[src/rtl/room_pkg.sv]
`default_nettype none
// ============================================================================
// Module      : room_pkg
// Description : Shared types and constants for the room plant model: the
//               thermal state enum, temperature width/limits, reset and
//               ambient defaults, and the single-step temperature update.
// Revision    : 1.0 - initial release
// ============================================================================
package room_pkg;

    // Temperature is a 5-bit unsigned degree count, 0..31.
    localparam int              TEMP_W          = 5;
    localparam logic [TEMP_W-1:0] TEMP_MAX      = 5'd31;
    localparam logic [TEMP_W-1:0] TEMP_MIN      = 5'd0;

    // Power-on temperature and drift target used when the top is not overridden.
    localparam logic [TEMP_W-1:0] T_INIT_DEFAULT  = 5'd20;
    localparam logic [TEMP_W-1:0] AMBIENT_DEFAULT = 5'd15;

    // Width of the cycle prescaler; rates must fit in 1..2**RATE_W.
    localparam int RATE_W = 8;

    // Thermal mode of the room, decoded from the controller commands.
    typedef enum logic [1:0] {
        IDLE  = 2'd0,
        HEAT  = 2'd1,
        COOL  = 2'd2,
        FAULT = 2'd3
    } state_t;

    // Temperature after one rate step in the given mode. Limits are checked
    // before the add/subtract so the 5-bit value never wraps; in IDLE the
    // value moves one degree toward the ambient target and stays put there.
    function automatic logic [TEMP_W-1:0] next_temp(
        input state_t             mode,
        input logic [TEMP_W-1:0]  temp,
        input logic [TEMP_W-1:0]  ambient
    );
        logic [TEMP_W-1:0] result;
        result = temp;
        case (mode)
            HEAT: begin
                if (temp != TEMP_MAX) begin
                    result = temp + 5'd1;
                end
            end
            COOL: begin
                if (temp != TEMP_MIN) begin
                    result = temp - 5'd1;
                end
            end
            IDLE: begin
                if (temp > ambient) begin
                    result = temp - 5'd1;
                end else if (temp < ambient) begin
                    result = temp + 5'd1;
                end
            end
            default: begin
                result = temp;
            end
        endcase
        return result;
    endfunction

endpackage
`default_nettype wire

[src/rtl/room_model_prescaler.sv]
`default_nettype none
// ============================================================================
// Module      : rate_prescaler
// Description : Cycle prescaler for the room model. Counts up from zero and
//               raises a one-cycle terminal-count tick when the count hits
//               the rate of the selected mode minus one, then wraps.
// Revision    : 1.0 - initial release
// ============================================================================
module rate_prescaler
    import room_pkg::*;
#(
    parameter int HEAT_RATE  = 8,
    parameter int COOL_RATE  = 8,
    parameter int DRIFT_RATE = 32
) (
    input  logic   clk,
    input  logic   rst_n,
    input  logic   clear,
    input  state_t rate_sel,
    output logic   tick
);

    // Terminal counts: a rate of R ticks on every R-th cycle.
    localparam logic [RATE_W-1:0] c_heat_tc  = RATE_W'(HEAT_RATE - 1);
    localparam logic [RATE_W-1:0] c_cool_tc  = RATE_W'(COOL_RATE - 1);
    localparam logic [RATE_W-1:0] c_drift_tc = RATE_W'(DRIFT_RATE - 1);

    logic [RATE_W-1:0] r_count;
    logic [RATE_W-1:0] w_tc;
    logic              w_at_tc;

    // Select the terminal count that belongs to the current mode.
    always_comb begin
        w_tc = c_drift_tc;
        case (rate_sel)
            HEAT:    w_tc = c_heat_tc;
            COOL:    w_tc = c_cool_tc;
            IDLE:    w_tc = c_drift_tc;
            default: w_tc = c_drift_tc;
        endcase
    end

    assign w_at_tc = (r_count == w_tc);

    // A clear in the same cycle as terminal count wins: a partial or just
    // completed interval never produces a step once the mode or value moves.
    assign tick = w_at_tc && !clear;

    // Count up, wrapping at terminal count and restarting on clear.
    always_ff @(posedge clk) begin
        if (!rst_n) begin
            r_count <= '0;
        end else if (clear || w_at_tc) begin
            r_count <= '0;
        end else begin
            r_count <= r_count + 8'd1;
        end
    end

endmodule
`default_nettype wire

[config.mk]
export PLATFORM = sky130hd
export DESIGN_NAME = rate_prescaler
export DESIGN_NICKNAME = d
export VERILOG_FILES = /design/src/rtl/room_pkg.sv /design/src/rtl/room_model_prescaler.sv
export SDC_FILE = /design/constraint.sdc
export NUM_CORES = 1
export LEC_CHECK = 0
export CORE_AREA = 2 2 39 41
export DETAILED_ROUTE_END_ITERATION = 16
export DIE_AREA = 0 0 41 43
export GPL_TIMING_DRIVEN = 0
export REMOVE_ABC_BUFFERS = 1
export SYNTH_ARGS = -nofsm -noshare
export SYNTH_HDL_FRONTEND = slang
export SYNTH_SLANG_ARGS = --single-unit
[constraint.sdc]
create_clock -name clk -period 3.3 [get_ports clk]
set_clock_uncertainty 0.1 [all_clocks]
set_input_delay 0.66 -clock clk [delete_from_list [all_inputs] [get_ports clk]]
set_output_delay 0.66 -clock clk [all_outputs]
set_load 0.01 [all_outputs]
# After elaboration in Yosys (flattened, before gate mapping)
# Index checks and enable logic that the tools add are counted.
[word_totals] inputBits=5 ff_bits=8 word_cells=12 out_inout_bits=1
[classes] reduce_logical=5 bitwise_logic=1 n_eq_ne=3 add_sub_neg=1 n_mux=1
[op_table] operator="$add 8x1->8 const B" n=1
[op_table] operator="$eq 8x8->1" n=1
[op_table] operator="$mux 5" n=1
[op_table] operator="$reduce_or 2->1" n=2
[op_table] operator="$eq 2x1->1 const B" n=1
[op_table] operator="$eq 2x2->1 const B" n=1
[op_table] operator="$logic_and 1x1->1" n=1
[op_table] operator="$logic_not 1->1" n=1
[op_table] operator="$logic_or 1x1->1" n=1
[op_table] operator="$not 1->1" n=1

# Logic depth before layout (Yosys ltp)
[depth] word_depth=6 ltp_mapped=4 ltp_nobuf=4

# Least setup slack after synthesis
# OpenSTA, ideal clock, no wires.
[synth_path] kind="input -> output" startpoint="input port rate_sel[1]" endpoint="output port tick" slack_ps=1090 t_required_ps=2540 t_arrival_ps=1450 cell_stages=3 n_path_buf=0 cell_sequence="xor2_2 > mux2i_4 > and3b_1"
[synth_via] elab_chain_cells=5 word_cells_on_any_way=6 cone_classes="3 x eq/ne; 1 x mux; 2 x reduce/logical"
[synth_lines] item="start, declared" line="room_model_prescaler.sv:19" source="input state_t rate_sel,"
[synth_lines] item="$eq 2x2->1 / $eq 2x1->1 (equally long branches)" line="room_model_prescaler.sv:35" source="case (rate_sel)"
[synth_lines] item="$reduce_or 2->1 (no source line) (*)"
[synth_lines] item="$mux 5 (*)" line="room_model_prescaler.sv:35"
[synth_lines] item="$eq 8x8->1 (*)" line="room_model_prescaler.sv:43" source="assign w_at_tc = (r_count == w_tc);"
[synth_lines] item="$logic_and 1x1->1 (*)" line="room_model_prescaler.sv:47" source="assign tick = w_at_tc && !clear;"
[synth_lines] item="end, declared" line="room_model_prescaler.sv:20" source="output logic tick"
# Every way passes the cells marked *; elsewhere a longest branch is shown, timed or not.

# Final worst setup path
[layout_path] startpoint="input port rate_sel[0]" endpoint="output port tick"
# Same word-level chain as after synthesis.

==> impl_metrics.yaml <==
sta:
  min_period_ps: 3170
  max_clock_freq_ghz: 0.316
  tightest_slew_ps: 558
  slew_headroom: 0.625
  fin_crit_sh: 0.960
  slew_viol_final: 0
  setup_violations: 0
  tns_ps: 0
  hold_violations: 0
  rsz0062_at_grt: "false"
global_routing:
  grtUsageTotal: 0.123
  antenna_found_initial: 0
  grt_pass1_wl_um: 1430
  grt-ovfl-total: 0
  grt_max_degree: 9
  grt_use_met2: 0.159
  grt_pass1_vias: 329
  top_usage_layer: "met1"
  met3_usage: 0.0314
  grt_use_met1: 0.173
clock_tree:
  cts_buffers: 3
  cts_tree: "built"
  clk_latency_ps: 260
  clockBufferDepth: 2
  cts-root-buf: "clkbuf_4"
  cts.clk_slew.worst_paths_ps: 50
  clock_sinks: 8
  ctsHoldBuffers: 0
  htree_num_levels: 1
  cts.repair.resized: 0
min_path:
  whs_endpoint: "r_count[0]$_SDFF_PP0_"
  hold_class: "flip-flop to flip-flop"
  hold_start: "r_count[0]$_SDFF_PP0_"
  hold_depth: 1
critical_path:
  crit_buf_inv: 2
  r2r_slack_ps: 1740
  cp_cell_sequence: "clkdlybuf4s50_1 > xor2_2 > mux2i_4 > and3b_1 > clkdlybuf4s50_1"
  crit_type: "input port to output pin"
  r2r_end: "r_count[0]$_SDFF_PP0_"
  worstSetupEndpointType: "output pin"
  worstPathRequired_ps: 2540
  cpLargestDelayFamily: "buffers and inverters"
  startpoint_type: "input port"
  crit_path_frequent_cell: "clkdlybuf4s50_1"
  cp-startpoint: "rate_sel[0]"
  critPathMaxFanout: 6
  critPathSlowestCell: "clkdlybuf4s50_1"
  worstPathArrival_ps: 2410
  max_stage_delay_ps: 530
  rr_startpoint: "r_count[0]$_SDFF_PP0_"
  reg2reg_depth: 4
floorplan:
  ios: 6
  core_area_um2: 1380
  floorplan.initialDensity: 0.316
  die_area_um2: 1760
  num_rows: 14
  die_w_um: 41
  die_h_um: 43
route:
  detail-route-antenna-nets: 0
  first_pass_iters: 4
  drc: 0
  drt_iter0_drc: 6
  viasPerCell: 5.25
  vias: 341
  drt-total-wl_um: 767
  wl_per_cell_um: 11.8
yosys:
  ys_ff_latch: 8
  synthCells: 40
  muxShareOfSynthArea: 0.0516
  synth_top_family_by_area: "simple AND/OR/NAND/NOR gates"
  avgSynthCellArea_um2: 10.9
  synth-compound-area-share: 0.206
  yosys.area_share.simple: 0.232
  synthXorXnorAreaFrac: 0.0974
  synthAdderAreaFrac: 0.0287
  yosysSeqAreaShare: 0.367
  synthDistinctLibCells: 22
  ys_warn_count: 0
  synth_area_um2: 437
finish:
  final_common_cell: "dfxtp_1"
  syn2layout_area_growth_pct: 23.8
  largest_register_ffs: 8
  diodes: 0
  drive_above_1_share: 0.265
  regMostFlops: "r_count"
  design_area_um2: 541
  top_regs: "r_count (8)"
  nNetsFinal: 57
  final_cell_mix: "dfxtp_1 (8), clkdlybuf4s50_1 (5), a211oi_1 (4)"
  multi_input_area_um2: 269
  fillers: 136
  layout.area.seq_um2: 160
run:
  max_cap_viol_count: 0
place:
  dp_hpwl_um: 553
  portBuffers: 5
  placed_area_um2: 503
  routabilityCongestion: 0.690
pwr:
  irDropWorstVdd_uv: 159
  p_per_area_nw_per_um2: 368
  p_leak_nw: 0.168
outcome:
  status: "complete, no violations"
[layer usage]
metal	up-vias	part of all wire	wire length, um
li1	174	-	-
met1	155	0.46	356
met2	10	0.45	348
met3	2	0.060	46
met4	0	0.018	14
met5	-	0	0
[synthesized netlist by cell type]
cell type | n | area (um2)
a211oi_1 | 4 | 30.0
nor2_1 | 1 | 3.75
inv_1 | 1 | 3.75
or2_1 | 1 | 6.26
mux2i_4 | 1 | 22.5
ha_1 | 1 | 12.5
xor2_2 | 1 | 16.3
nand2_2 | 1 | 6.26
xor2_1 | 2 | 17.5
a221oi_2 | 3 | 45.0
nand3_2 | 1 | 10.0
dfxtp_1 | 8 | 160
clkbuf_1 | 1 | 3.75
nor4_4 | 1 | 21.3
nand2b_1 | 1 | 6.26
o21ai_0 | 3 | 15.0
nand3_1 | 2 | 10.0
and3b_1 | 1 | 8.76
nand4_1 | 1 | 6.26
xnor2_1 | 1 | 8.76
or3_1 | 3 | 18.8
nand2_1 | 1 | 3.75
[cell families after synthesis]
logic type                 after synthesis
AOI/OAI and AO/OA                       10
buffers and inverters                    2
DFF                                      8
adders and majority gates                1
muxes                                    1
and+or+nand+nor                         14
xor gates and xnor gates                 4
[metrics by stage]
step	setup WS [ps]	instances	power, mW	hold WS, ps	util
6_report	133	65	0.199	383	0.391
5_1_grt	31.8	65	0.210	409	0.391
4_1_cts	14.7	63	0.197	381	0.380
3_5_place_dp	21.6	60	0.120	367	0.363
3_3_place_gp	23.2	60	0.120	366	0.363
2_1_floorplan	1090	39	0.112	344	-
[final cells by class]
| cell class | count | share of cell area |
|---|---|---|
| multi-input combinational | 30 | 0.498 |
| sequential | 8 | 0.296 |
| timing repair buffer | 7 | 0.120 |
| clock buffer | 3 | 0.0417 |
| tap | 16 | 0.0370 |
| inverter | 1 | 0.00694 |
[worst max-delay path by stage]
stage | cells past startpoint | slack, ps | end
detailed placement | 5 | 20 | tick
finish | 5 | 130 | tick
CTS | 5 | 10 | tick
global placement | 5 | 20 | tick
floorplan | 3 | 1090 | tick
global route | 5 | 30 | tick
[repair_timing]
action | in CTS | in global routing
endpoints found under the setup margin | 0 | 1
setup buffers | 0 | 2
hold endpoints to repair | 0 | 0
[report_power, final]
group          switching (mW)  internal [mW]
registers             0.00109         0.0978
clock network          0.0360         0.0418
logic                 0.00970         0.0127
[worst register-to-register path: stages (launching register included)]
cell	delay [ps]
dfxtp_1	370
ha_1	230
nand2_1	130
nor4_4	440
a211oi_1	150
No activity file was read; power rests on OpenSTA's default activity.
